$ cat src/rtl/multicycle_ctrl.sv
// Multi-cycle CPU control FSM: fetch/decode/execute/memory/writeback sequencing,
// NZVC flag register, branch evaluation, memory-wait timeout and retire counter.
module multicycle_ctrl #(
   parameter int MEM_TIMEOUT = 16,
   parameter int CNT_W       = 16
) (
   input  logic             clk,
   input  logic             rst,
   input  logic [1:0]       op,
   input  logic             is_imm,
   input  logic             is_load,
   input  logic             set_flags,
   input  logic [1:0]       cond,
   input  logic [3:0]       alu_flags,
   input  logic             mem_ready,
   output logic             pc_we,
   output logic             pc_src,
   output logic             ir_we,
   output logic             addr_src,
   output logic             mem_req,
   output logic             mem_we,
   output logic             alu_src_b,
   output logic             rf_we,
   output logic             wb_src,
   output logic [3:0]       flags_q,
   output logic             branch_taken,
   output logic             halted,
   output logic             fault,
   output logic [CNT_W-1:0] retired,
   output logic [3:0]       state
);

   typedef enum logic [3:0] {
      S_FETCH    = 4'd0,
      S_DECODE   = 4'd1,
      S_EXEC     = 4'd2,
      S_WB_ALU   = 4'd3,
      S_MEM_ADDR = 4'd4,
      S_MEM_RD   = 4'd5,
      S_WB_MEM   = 4'd6,
      S_MEM_WR   = 4'd7,
      S_BRANCH   = 4'd8,
      S_HALT     = 4'd9,
      S_FAULT    = 4'd10
   } state_t;

   localparam int WAIT_W = (MEM_TIMEOUT > 1) ? $clog2(MEM_TIMEOUT + 1) : 1;
   localparam logic [WAIT_W-1:0] WAIT_LAST = WAIT_W'((MEM_TIMEOUT > 0) ? MEM_TIMEOUT - 1 : 0);

   state_t            cur;
   logic [WAIT_W-1:0] wait_cnt;
   logic              timeout_hit;
   logic              take;

   function automatic logic cond_met(input logic [1:0] c, input logic n, input logic z,
                                     input logic v);
      case (c)
         2'b00:   cond_met = 1'b1;
         2'b01:   cond_met = ~z & (n == v);
         2'b10:   cond_met = 1'b0;
         default: cond_met = z;
      endcase
   endfunction

   // The limit cycle itself is the last not-ready cycle; ready on that cycle still completes.
   assign timeout_hit = (MEM_TIMEOUT != 0) && !mem_ready && (wait_cnt == WAIT_LAST);
   assign take        = cond_met(cond, flags_q[3], flags_q[2], flags_q[1]);
   assign state       = cur;

   always_ff @(posedge clk) begin
      if (!rst) begin
         cur      <= S_FETCH;
         flags_q  <= '0;
         retired  <= '0;
         wait_cnt <= '0;
      end else begin
         wait_cnt <= '0;
         case (cur)
            S_FETCH: begin
               if (mem_ready)
                  cur <= S_DECODE;
               else if (timeout_hit)
                  cur <= S_FAULT;
               else
                  wait_cnt <= wait_cnt + WAIT_W'(1);
            end
            S_DECODE: begin
               case (op)
                  2'b00:   cur <= S_EXEC;
                  2'b01:   cur <= S_MEM_ADDR;
                  2'b10:   cur <= S_BRANCH;
                  default: cur <= S_HALT;
               endcase
            end
            S_EXEC: begin
               if (set_flags)
                  flags_q <= alu_flags;
               cur <= S_WB_ALU;
            end
            S_WB_ALU: begin
               retired <= retired + CNT_W'(1);
               cur     <= S_FETCH;
            end
            S_MEM_ADDR: cur <= is_load ? S_MEM_RD : S_MEM_WR;
            S_MEM_RD: begin
               if (mem_ready)
                  cur <= S_WB_MEM;
               else if (timeout_hit)
                  cur <= S_FAULT;
               else
                  wait_cnt <= wait_cnt + WAIT_W'(1);
            end
            S_WB_MEM: begin
               retired <= retired + CNT_W'(1);
               cur     <= S_FETCH;
            end
            S_MEM_WR: begin
               if (mem_ready) begin
                  retired <= retired + CNT_W'(1);
                  cur     <= S_FETCH;
               end else if (timeout_hit) begin
                  cur <= S_FAULT;
               end else begin
                  wait_cnt <= wait_cnt + WAIT_W'(1);
               end
            end
            S_BRANCH: begin
               retired <= retired + CNT_W'(1);
               cur     <= S_FETCH;
            end
            S_HALT:  cur <= S_HALT;
            S_FAULT: cur <= S_FAULT;
            default: cur <= S_FAULT;
         endcase
      end
   end

   // Outputs decode the current state plus same-cycle mem_ready; all held low during reset.
   always_comb begin
      pc_we        = 1'b0;
      pc_src       = 1'b0;
      ir_we        = 1'b0;
      addr_src     = 1'b0;
      mem_req      = 1'b0;
      mem_we       = 1'b0;
      alu_src_b    = 1'b0;
      rf_we        = 1'b0;
      wb_src       = 1'b0;
      branch_taken = 1'b0;
      halted       = 1'b0;
      fault        = 1'b0;
      if (rst) begin
         case (cur)
            S_FETCH: begin
               mem_req = 1'b1;
               ir_we   = mem_ready;
               pc_we   = mem_ready;
            end
            S_EXEC:     alu_src_b = is_imm;
            S_WB_ALU:   rf_we     = 1'b1;
            S_MEM_ADDR: alu_src_b = is_imm;
            S_MEM_RD: begin
               mem_req  = 1'b1;
               addr_src = 1'b1;
            end
            S_WB_MEM: begin
               rf_we  = 1'b1;
               wb_src = 1'b1;
            end
            S_MEM_WR: begin
               mem_req  = 1'b1;
               mem_we   = 1'b1;
               addr_src = 1'b1;
            end
            S_BRANCH: begin
               pc_we        = take;
               pc_src       = take;
               branch_taken = take;
            end
            S_HALT:  halted = 1'b1;
            S_FAULT: fault  = 1'b1;
            default: begin
            end
         endcase
      end
   end

endmodule

$ cat config.mk
export PLATFORM = sky130hd
export DESIGN_NAME = multicycle_ctrl
export DESIGN_NICKNAME = d
export VERILOG_FILES = /design/src/rtl/multicycle_ctrl.sv
export SDC_FILE = /design/constraint.sdc
export NUM_CORES = 1
export LEC_CHECK = 0
export BUFFER_PORTS_ARGS = -buffer_cell sky130_fd_sc_hd__buf_2
export CAP_MARGIN = 25
export CORE_MARGIN = 2
export CORE_UTILIZATION = 30
export DETAILED_ROUTE_END_ITERATION = 8
export PLACE_DENSITY_LB_ADDON = 0.05
export SYNTH_ARGS = -nofsm -noshare
export SYNTH_HDL_FRONTEND = slang
export SYNTH_SLANG_ARGS = --single-unit
$ cat constraint.sdc
create_clock -name clk -period 1.85 [get_ports clk]
set_clock_uncertainty 0.15 [all_clocks]
set_input_delay 0.185 -clock clk [delete_from_list [all_inputs] [get_ports clk]]
set_output_delay 0.185 -clock clk [all_outputs]
set_load 0.01 [all_outputs]
==> results.py <==
metrics = {
    "worst_setup_path": {
        "cp_slowest_stage_delay_ns": 0.43,
        "reg2reg_depth": 6,
        "required_ns": 1.51,
        "cp.depth": 4,
        "cp_cell_sequence": "buf_6, or3_4, nor3_2, buf_2",
        "worstPathMaxFanout": 5,
        "critical_path_buf_inv_count": 2,
        "slowest_stage": "or3_4",
        "crit_family": "simple AND/OR/NAND/NOR gates",
        "path_class": "flop to output port",
        "r2r_slack_ns": 0.02,
        "worstSetupStartpointType": "flop",
        "critPathCaptureType": "output port",
        "cp_data_arrival_time_ns": 1.50,
    },
    "logic_synthesis": {
        "synth.area.top_cells": "dfxtp_1 37%, nor2_1 5.4%, a21oi_1 5.0%",
        "synthArstFlopShare_pct": 0,
        "netlist_area_mm2": 0.00159,
        "synth_flop_cell": "dfxtp_1",
        "synth.yosys.seq_area_share_pct": 36.5,
        "yosysUniqueCellTypes": 41,
        "synth-edff-count": 0,
        "yosys_warnings": 0,
        "yosys.area.top_type": "dfxtp_1",
        "syn_inst": 196,
        "syn_area_per_cell_um2": 8.11,
        "syn_nets": 213,
        "ys_ff_latch": 29,
        "synth_top_area_share_pct": 36.5,
    },
    "placement": {
        "place_ws_ns": -0.0341,
        "place_area_mm2": 0.00203,
        "port_buffers": 49,
        "place_congestion": 0.765,
        "place_inst": 324,
        "dpl.hpwl_um": 3000,
    },
    "drt": {
        "num_vias": 1745,
        "detail-route-antenna-nets": 0,
        "dr.first_iter.drc_count": 60,
        "drcViolationCount": 0,
        "drt-pass1-iter-count": 6,
        "wl_per_cell_um": 13.7,
        "wl_um": 4790,
        "viasPerCell": 4.99,
    },
    "power": {
        "ir_drop_mv": 0.369,
        "total_power_mw": 1.61,
        "power.leakage_nw": 1.04,
        "p_per_area_mw_per_mm2": 666,
    },
    "sta": {
        "fmax_ghz": 0.544,
        "hold_viol": 0,
        "slew_headroom_pct": 67.3,
        "holdWs_ns": 0.138,
        "rsz0062_at_grt": "true",
        "tightest_slew_ns": 0.490,
        "min_period_ns": 1.84,
        "period_share_pct": 99.4,
        "setup_slack_ns": 0.0109,
        "setup_viol": 0,
        "final_max_slew_viol_count": 0,
    },
    "clocking": {
        "htree_levels": 2,
        "cts_tree": "built",
        "cts_buffers": 5,
        "cts.clk_slew.worst_paths_ns": 0.07,
        "clock_path_buffers": 2,
        "cts.sinks": 29,
        "cts-root-buf": "clkbuf_8",
        "worstSkewPairLatency_ns": 0.28,
    },
    "die": {
        "fp.dieArea_mm2": 0.00590,
        "row_count": 26,
        "core_mm2": 0.00511,
        "start_util_pct": 31.1,
        "ioPinCount": 50,
        "die_width_um": 76.8,
        "die_y_um": 76.8,
    },
    "final_layout": {
        "drive_gt1_share_pct": 41.4,
        "fin_area_mm2": 0.00242,
        "stdcell_count": 350,
        "antennaDiodeCount": 0,
        "area_growth_syn_to_layout_pct": 52.3,
        "nets": 296,
    },
    "hold_path": {
        "min_path_cells": 3,
        "hold_path_class": "primary input to flop",
    },
    "run_status": {
        "status": "completed",
    },
    "grt": {
        "grt_pass1_vias": 1661,
        "grt_start_max_net_pins": 15,
        "grt-ovfl-total": 0,
        "grt_pass1_wl_um": 7940,
        "grt_usage_pct": 16.5,
        "antenna_found_initial": 0,
    },
    "run": {
        "maxCapViolations": 0,
    },
}
-- final cells by class --
| cell class | count | area [um^2] |
|---|---|---|
| Clock buffer | 5 | 68.8 |
| Clock inverter | 3 | 17.5 |
| Fill cell | 532 | 2690 |
| Inverter | 5 | 18.8 |
| Multi-Input combinational cell | 154 | 1080 |
| Sequential cell | 29 | 589 |
| Tap cell | 70 | 87.6 |
| Timing Repair Buffer | 84 | 561 |
-- cells in the final DEF (no fill, tap or decap), types with 6 or more instances in the layout --
| master | instances |
|---|---|
| buf_6 | 6 |
| buf_4 | 23 |
| mux2i_1 | 7 |
| a21oi_1 | 11 |
| o21ai_0 | 10 |
| buf_2 | 49 |
| nand2_1 | 13 |
| o31ai_1 | 6 |
| nor2_1 | 21 |
| dfxtp_1 | 26 |
| nand3_1 | 9 |
-- power by group --
part | switching [mW] | total (mW) | internal (mW) | leakage (nW)
clock network | 0.259 | 0.519 | 0.259 | 0.0439
registers | 0.0225 | 0.667 | 0.644 | 0.236
logic | 0.229 | 0.427 | 0.198 | 0.762
total | 0.511 | 1.61 | 1.10 | 1.04
-- cell usage after synthesis, types with 2 or more instances --
library cell and count:
a21oi_1 16, a31oi_1 2, and2_1 3, and3_1 4, buf_2 2, buf_4 2
clkbuf_1 6, dfxtp_1 29, ha_1 3, inv_1 5, mux2i_1 7, nand2_1 13
nand2b_1 5, nand3_1 9, nand3b_1 2, nand4_1 4, nor2_1 23, nor2b_1 2
nor3_1 5, nor4_1 2, o21ai_0 12, o31ai_1 7, or3_1 7, or4_1 6
xnor2_1 2, xor2_1 3
-- per-layer routing --
metal  GRT usage, %  wire length (um)
met1           20.4              2300
met2           27.8              2250
met3           3.76               179
met4           6.36                55
met5              0                 0
-- cell families after synthesis --
group                    share of synthesized area [%]
AND/OR/NAND/NOR                                   31.2
multiplexers                                      4.41
AO/OA/AOI/OAI                                     17.9
XOR/XNOR                                          2.75
adder cells (fa/ha/maj)                           2.36
flip-flops                                        36.5
buffers and inverters                             4.88
-- path summary, 6_finish.rpt --
check | startpoint | to
min reg2reg | wait_cnt[0] | wait_cnt[0]
max | state[0] | ir_we
min | rst | retired[14]
max reg2reg | state[1] | retired[12]
-- worst reg2reg max path: cells and delay by family, from the launching register on --
family          cells  cell delay (ns)
compound gates      2             0.19
buf+inv             2             0.29
flops               1             0.36
simple gates        2             0.77
-- state kept, by name, summed over array words and instances, names as in the netlist --
register,flops
retired,16
wait_cnt,5
flags_q,4
state,4
-- timing repair --
| item | 4_1_cts | 5_1_grt |
|---|---|---|
| hold buffers | 4 | 0 |
| endpoints found under the setup margin | 13 | 22 |
| setup buffers | 6 | 5 |
| pin swaps | 4 | 12 |
| hold endpoints to repair | 4 | 0 |
| gates cloned | 1 | 2 |
| gates resized for setup | 13 | 26 |
-- per-stage QoR --
| step | utilization [%] | TNS (ns) |
|---|---|---|
| 5_1_grt | 47.4 | -0.432 |
| 4_1_cts | 44.3 | -0.0104 |
| 6_report | 47.4 | 0 |
| 2_1_floorplan | - | 0 |
| 3_3_place_gp | 39.7 | -0.0335 |
| 3_5_place_dp | 39.7 | -0.0988 |
Power figures use the tool's default switching activity.
